===== src/rtl/reg_write_arbiter_pkg.sv =====
// rtl/reg_write_arbiter_pkg.sv - shared constants for the register writeback arbiter
package reg_write_arbiter_pkg;

    localparam int DATA_W = 32;
    localparam int ADDR_W = 5;

    // Requester indices into the arbiter valid/grant vectors
    localparam int REQ_ALU = 0;
    localparam int REQ_LD  = 1;

    // Register 0 is hardwired; writes and load tracking to it are discarded
    localparam logic [ADDR_W-1:0] REG_ZERO = '0;

endpackage


===== src/rtl/reg_write_arbiter_rr_arb2.sv =====
// rtl/reg_write_arbiter_rr_arb2.sv - two-way round-robin arbiter
module rr_arb2 (
    input  logic       clk,
    input  logic       reset,
    input  logic [1:0] valid,
    output logic [1:0] grant
);

    // Index of the requester that won the last contended cycle
    logic rr_last;

    // Lone requester wins outright; on a tie the one that did not win last time wins
    always_comb begin
        grant = valid;
        if (valid[0] && valid[1]) begin
            grant = rr_last ? 2'b01 : 2'b10;
        end
    end

    // History only advances on contended cycles; starts at 1 so index 0 wins the first tie
    always_ff @(posedge clk) begin
        if (reset) begin
            rr_last <= 1'b1;
        end else if (valid[0] && valid[1]) begin
            rr_last <= grant[1];
        end
    end

endmodule


===== src/rtl/reg_write_arbiter.sv =====
// rtl/reg_write_arbiter.sv - register bank write-port arbiter with load pending scoreboard
module reg_write_arbiter #(
    parameter int DATA_W  = reg_write_arbiter_pkg::DATA_W,
    parameter int ADDR_W  = reg_write_arbiter_pkg::ADDR_W,
    parameter int MAX_OUT = 4
) (
    input  logic              clk,
    input  logic              reset,
    input  logic              alu_valid,
    output logic              alu_ready,
    input  logic [ADDR_W-1:0] alu_addr,
    input  logic [DATA_W-1:0] alu_data,
    input  logic              ld_valid,
    output logic              ld_ready,
    input  logic [ADDR_W-1:0] ld_addr,
    input  logic [DATA_W-1:0] ld_data,
    input  logic              issue_valid,
    output logic              issue_ready,
    input  logic [ADDR_W-1:0] issue_reg,
    input  logic [ADDR_W-1:0] rs_addr,
    input  logic [ADDR_W-1:0] rt_addr,
    output logic              rs_pending,
    output logic              rt_pending,
    output logic              wr_en,
    output logic [ADDR_W-1:0] wr_addr,
    output logic [DATA_W-1:0] wr_data,
    output logic [3:0]        out_count
);

    import reg_write_arbiter_pkg::*;

    logic [1:0]             req_valid;
    logic [1:0]             req_grant;
    logic                   alu_xfer;
    logic                   ld_xfer;
    logic                   issue_set;
    logic                   ld_clear;
    logic [2**ADDR_W-1:0]   pending;

    assign req_valid[REQ_ALU] = alu_valid;
    assign req_valid[REQ_LD]  = ld_valid;

    rr_arb2 u_arb (
        .clk   (clk),
        .reset (reset),
        .valid (req_valid),
        .grant (req_grant)
    );

    // Ready is the grant, forced low while the block is held in reset
    assign alu_ready = req_grant[REQ_ALU] & ~reset;
    assign ld_ready  = req_grant[REQ_LD]  & ~reset;
    assign alu_xfer  = alu_valid & alu_ready;
    assign ld_xfer   = ld_valid  & ld_ready;

    // Loads to r0 are accepted and forgotten; otherwise the register must be free and capacity left
    assign issue_ready = ~reset & ((issue_reg == REG_ZERO) |
                         (~pending[issue_reg] & (out_count < 4'(MAX_OUT))));
    assign issue_set   = issue_valid & issue_ready & (issue_reg != REG_ZERO);
    // A returning load only retires tracking state if it was actually outstanding
    assign ld_clear    = ld_xfer & pending[ld_addr];

    // Hazard lookup uses registered state only; a clear becomes visible with its write
    assign rs_pending = pending[rs_addr];
    assign rt_pending = pending[rt_addr];

    // Registered write port: one cycle after a transfer, suppressed for r0
    always_ff @(posedge clk) begin
        if (reset) begin
            wr_en   <= 1'b0;
            wr_addr <= '0;
            wr_data <= '0;
        end else if (alu_xfer) begin
            wr_en   <= (alu_addr != REG_ZERO);
            wr_addr <= alu_addr;
            wr_data <= alu_data;
        end else if (ld_xfer) begin
            wr_en   <= (ld_addr != REG_ZERO);
            wr_addr <= ld_addr;
            wr_data <= ld_data;
        end else begin
            wr_en   <= 1'b0;
        end
    end

    // Pending scoreboard and outstanding count; set and clear never target the same register
    always_ff @(posedge clk) begin
        if (reset) begin
            pending   <= '0;
            out_count <= '0;
        end else begin
            if (ld_clear) begin
                pending[ld_addr] <= 1'b0;
            end
            if (issue_set) begin
                pending[issue_reg] <= 1'b1;
            end
            out_count <= out_count + {3'b000, issue_set} - {3'b000, ld_clear};
        end
    end

endmodule


===== config.mk =====
export PLATFORM = sky130hd
export DESIGN_NAME = reg_write_arbiter
export DESIGN_NICKNAME = d
export VERILOG_FILES = /design/src/rtl/reg_write_arbiter_pkg.sv /design/src/rtl/reg_write_arbiter_rr_arb2.sv /design/src/rtl/reg_write_arbiter.sv
export SDC_FILE = /design/constraint.sdc
export NUM_CORES = 1
export LEC_CHECK = 0
export CAP_MARGIN = 20
export CORE_ASPECT_RATIO = 0.8
export CORE_UTILIZATION = 47
export CTS_CLUSTER_DIAMETER = 60
export DETAILED_ROUTE_END_ITERATION = 8
export MAX_ROUTING_LAYER = met4
export PLACE_DENSITY = 0.84
export RECOVER_POWER = 25
export SETUP_SLACK_MARGIN = 0.1
export SLEW_MARGIN = 40
export SYNTH_ARGS = -nofsm -noshare
export SYNTH_HDL_FRONTEND = slang
export SYNTH_SLANG_ARGS = --single-unit

===== constraint.sdc =====
create_clock -name clk -period 3.1 [get_ports clk]
set_input_delay 0.31 -clock clk [delete_from_list [all_inputs] [get_ports clk]]
set_output_delay 0.31 -clock clk [all_outputs]
set_load 0.03 [all_outputs]

== After elaboration in Yosys (flattened, before gate mapping) ==
Index checks and enable logic that the tools add are counted.
Word-level totals
  input bits: 94
  output and inout bits: 47
  word-level logic and storage cells: 61
  bits in registers: 75
Operators by class
  reductions and logical operators: 8
  $lt $le $gt $ge: 7
  add/sub/neg operators: 2
  bitwise operators: 15
  muxes and demuxes: 23
Operators with widths (number)
  32-bit two-way mux: 5
  32-bit AND: 1
  32-bit inverter: 1
  32-bit OR: 1
  5-bit by 6-bit less-than comparator with 1-bit output, second input constant: 4
  1-bit binary-select mux with 5-bit select: 4
  5-bit nonzero test: 3
  1-bit demux with 5-bit select: 2
  5-bit by 1-bit >= comparator with 1-bit output, second input constant: 2
  5-bit two-way mux: 2
  1-bit AND: 9
  1-bit two-way mux: 8
  5-bit logical NOT: 1
  4-bit by 1-bit adder with 4-bit output: 1
  4-bit by 3-bit less-than comparator with 1-bit output, second input constant: 1
  2-bit two-way mux: 2
  4-bit by 1-bit subtractor with 4-bit output: 1
  1-bit logical AND: 3
  1-bit inverter: 2
  2-bit nonzero test: 1
  1-bit OR: 1

== Depth between registers and ports, before layout ==
  depth in word-level cells: 10
  mapped depth: 15
  depth with buffers taken out: 13

== Cells and area by module ==
A second synthesis with hierarchy kept.
Second synthesis, totals
  cell total of the unflattened synthesis: 489
  area, all modules: 4434.3 µm²
By module, submodules not included
  reg_write_arbiter: cells each 482, area an instance 4372.9 µm², instances 1, seq. area each 1481.4 µm²
  rr_arb2: cells each 7, area an instance 61.3 µm², instances 1, seq. area each 20.0 µm²

== Worst setup path after synthesis ==
OpenSTA, ideal clock, no wires.
  kind: input-to-reg
  start: in ld_addr[1]
  end: reg out_count[2]
  arrival: 2794 ps
  required time: 2972 ps
  slack: 178 ps
  setup time: 128 ps
  buffers on the path: 2
  stages: 14
  cells stage by stage: clkbuf_1 buf_2 mux2i_1 o22ai_1 a311oi_1 nand2b_1 and3_1 nor2b_1 ha_1 inv_1 ha_1 fa_1 xnor2_1 nor2_1
On the way
  word-level cells in the longest chain between the ends: 4
RTL lines
  from (decl): line reg_write_arbiter.sv:15  | input logic [ADDR_W-1:0] ld_addr,
  1-bit binary-select mux with 5-bit select: line reg_write_arbiter.sv:61  | assign ld_clear = ld_xfer & pending[ld_addr];
  1-bit two-way mux (not written as such): line reg_write_arbiter.sv:61
  1-bit AND: line reg_write_arbiter.sv:61
  4-bit by 1-bit subtractor with 4-bit output: line reg_write_arbiter.sv:98  | out_count <= out_count + {3'b000, issue_set} - {3'b000, ld_clear};
  to (signal assigned): line reg_write_arbiter.sv:98
  to (decl): line reg_write_arbiter.sv:27  | output logic [3:0] out_count
Every way passes these cells. The select of a mux whose other input is x is not followed.
A chain may end at the register's enable or synchronous reset.

== Worst setup path after layout ==
  start: in ld_addr[2]
  end: reg out_count[1]
Same word-level chain as after synthesis.

==> out/qor.yml <==
critical_path:
  crit_type: "input pin to flip-flop"
  startpoint_type: "input pin"
  path_cells: "clkdlybuf4s50_1 > or3_1 > o22ai_1 > a311oi_2 > nand2b_1 > and3_4 > nor2b_1 > ha_1 > inv_1 > ha_1 > fa_2 > nor2b_1"
  cp-end-kind: "flip-flop"
  path_max_fanout: 8
  arrival_ns: 3.18
  critPathSlowestCell: "clkdlybuf4s50_1"
  critPathMaxStageDelay_ns: 0.56
  worstPathRequired_ns: 3.30
  r2r-start: "pending[10]"
  startpoint: "ld_addr[2]"
synth:
  avgSynthCellArea_um2: 9.67
  syn_area_mm2: 0.00439
  syn-num-nets: 554
  synth_flop_cell: "dfxtp_1"
  ys_seq_area_share_pct: 34.2
  synth_edf_count: 0
  syn_inst: 454
  synthDistinctLibCells: 50
  ys_warn_count: 0
  async_flop_share_pct: 0
  synth_seq_cells: 75
power:
  p_leak_nw: 2.53
  pwr-share-clk_pct: 38.4
  p_switching_w: 0.000837
  power_frac_comb_pct: 24.5
  p_seq_share_pct: 37.1
  irDropWorstVdd_mv: 0.501
  power_density_mw_per_mm2: 423
  switching_share_pct: 29.5
  total_power_w: 0.00283
  internal-power_w: 0.00200
layout:
  final_cell_area_mm2: 0.00669
  mostFrequentLayoutCells: "clkdlybuf4s50_1 (100), dfxtp_1 (75), buf_4 (60), mux2i_1 (57), nor2_1 (38)"
  layout.nets: 727
  finish.utilization_pct: 73.7
  drive_above_1_share_pct: 19.5
  diodes: 0
  synthToLayoutAreaGrowth_pct: 52.4
  final_common_cell: "clkdlybuf4s50_1"
timing:
  finClkSkew_ns: 0.0131
  fmax_mhz: 336
  tns_ns: 0
  slew_violations: 0
  finalHoldViolations: 0
  slew_headroom_pct: 57.9
  period_minus_slack_ns: 2.98
  rsz0062_at_grt: "false"
  setup_viol: 0
  timing.final.crit_share_pct: 96.1
  worst_pin_slew_ns: 0.631
clock_tree:
  clkTransAtPathRegs_ns: 0.06
  cts_inserted_buffers: 9
  tritoncts: "done"
  cts_buffer_depth: 2
  clock-root-buffer: "clkbuf_16"
  cts_hold_buf: 0
  cts_num_sinks: 75
  h-tree-depth: 3
  clock_latency_ns: 0.34
global_route:
  grt_max_degree: 67
  grt_pass1_vias: 4513
  antenna_found_initial: 0
  grt_pass1_wl_um: 23700
  grt-ovfl-total: 0
  gr-usage-all-layers_pct: 33.9
hold_path:
  hold_path_startpoint: "wr_addr[3]"
  hold_class: "flip-flop to flip-flop"
die:
  die_y_um: 88.5
  die_area_mm2: 0.00974
  io_pins: 141
  core_area_mm2: 0.00908
  std_cell_rows: 31
  dieWidth_um: 110
  initial_utilization_pct: 48.4
placement:
  place_area_mm2: 0.00627
  port_buffers: 140
  gp_congestion: 0.976
  dpl.hpwl_um: 11500
run:
  max_cap_violations: 0
detailed_routing:
  drcViolationCount: 0
  dr.pass1.iters: 5
  routedWlPerCell_um: 21.5
  routed_wl_um: 16000
  antenna_left: 0
  dr.first_iter.drc_count: 482
  dr_total_vias: 4708
  vias_per_cell: 6.30
outcome:
  outcome: "finished, final reports clean"
[Yosys cell counts, drive strengths merged, types with 2 or more instances]
library cell	number	area, um2
clkbuf	32	120
nand2b	6	37.5
nand4	3	18.8
mux2	4	45.0
a211oi	34	255
nor3b	3	22.5
a21oi	6	30.0
dfxtp	75	1500
nand4b	2	17.5
a22oi	4	30.0
nor2	38	143
o22ai	7	43.8
ha	5	62.6
mux4	22	495
nand2	10	37.5
buf	11	52.6
nor2b	7	43.8
nand3	7	35.0
o21ai	36	180
and3	5	31.3
nor3	6	30.0
nand3b	4	30.0
mux2i	59	591
o311ai	3	26.3
or3	3	18.8
xnor2	2	17.5
o211ai	28	210
nor4	4	25.0
or3b	5	43.8
inv	7	26.3
[power by group through the flow]
stage	Clock, W	Combinational (W)	Sequential [W]
global placement	0	0.000665	0.00107
global route	0.00113	0.000734	0.00106
finish	0.00109	0.000694	0.00105
floorplan	0	0.000245	0.00116
detailed placement	0	0.000675	0.00107
CTS	0.00109	0.000684	0.00105
[repair_timing]
action                     in CTS  in global routing
resized for setup               5                 16
pin swaps                       1                  6
setup endpoints to repair       5                  4
cloned                          0                  1
setup buffers                   1                  5
[logic make-up (layout without fill, tap and decap cells)]
group | Yosys count | count (layout) | share of synthesized area [%]
buffers and inverters | 50 | 228 | 4.53
AND/OR/NAND/NOR | 109 | 109 | 13.4
multiplexers | 85 | 85 | 25.8
AO/OA/AOI/OAI | 127 | 127 | 19.8
flip-flops | 75 | 75 | 34.2
adder cells (fa/ha/maj) | 6 | 6 | 1.88
XOR/XNOR | 2 | 2 | 0.399
[per-stage QoR]
| stage | hold WS (ns) | setup WS (ns) | instances |
|---|---|---|---|
| finish | 0.474 | 0.119 | 747 |
| global route | 0.482 | 0.0248 | 747 |
| CTS | 0.476 | 0.0631 | 741 |
| detailed placement | 0.457 | -0.437 | 724 |
| global placement | 0.448 | -0.387 | 724 |
| floorplan | 0.446 | 0.178 | 454 |
[path summary, 6_finish.rpt]
check                  to  slack, ns  cells after the start
max          out_count[1]       0.12                     12
min            wr_addr[3]       0.47                      2
max reg2reg  out_count[1]       0.20                     10
min reg2reg    wr_addr[3]       0.47                      2
[worst max-delay path: cells and delay by family]
| family | cells | cell delay, ns |
|---|---|---|
| AO/OA/AOI/OAI | 2 | 0.25 |
| adder cells (fa/ha/maj) | 3 | 0.88 |
| buffers and inverters | 2 | 0.63 |
| AND/OR/NAND/NOR | 5 | 1.09 |
[per-layer routing]
layer	vias up	GRT usage [%]	routed length [um]
li1	2098	-	-
met4	0	12.2	574
met3	72	8.47	1810
met2	315	51.2	7260
met5	-	-	0
met1	2223	44.0	6390
[final cells by class]
| cell class | count | area [um2] |
|---|---|---|
| Multi-Input combinational cell | 329 | 2750 |
| Inverter | 7 | 26.3 |
| Clock inverter | 7 | 80.1 |
| Timing Repair Buffer | 205 | 1960 |
| Sequential cell | 75 | 1500 |
| Fill cell | 640 | 2380 |
| Clock buffer | 9 | 225 |
| Tap cell | 115 | 144 |
[registers in the layout (all words and copies together) (netlist names)]
name	cells
wr_addr	5
u_arb.rr_last	1
pending	32
wr_data	32
out_count	4
wr_en	1
Note: power is estimated with default switching activity, not from simulation.
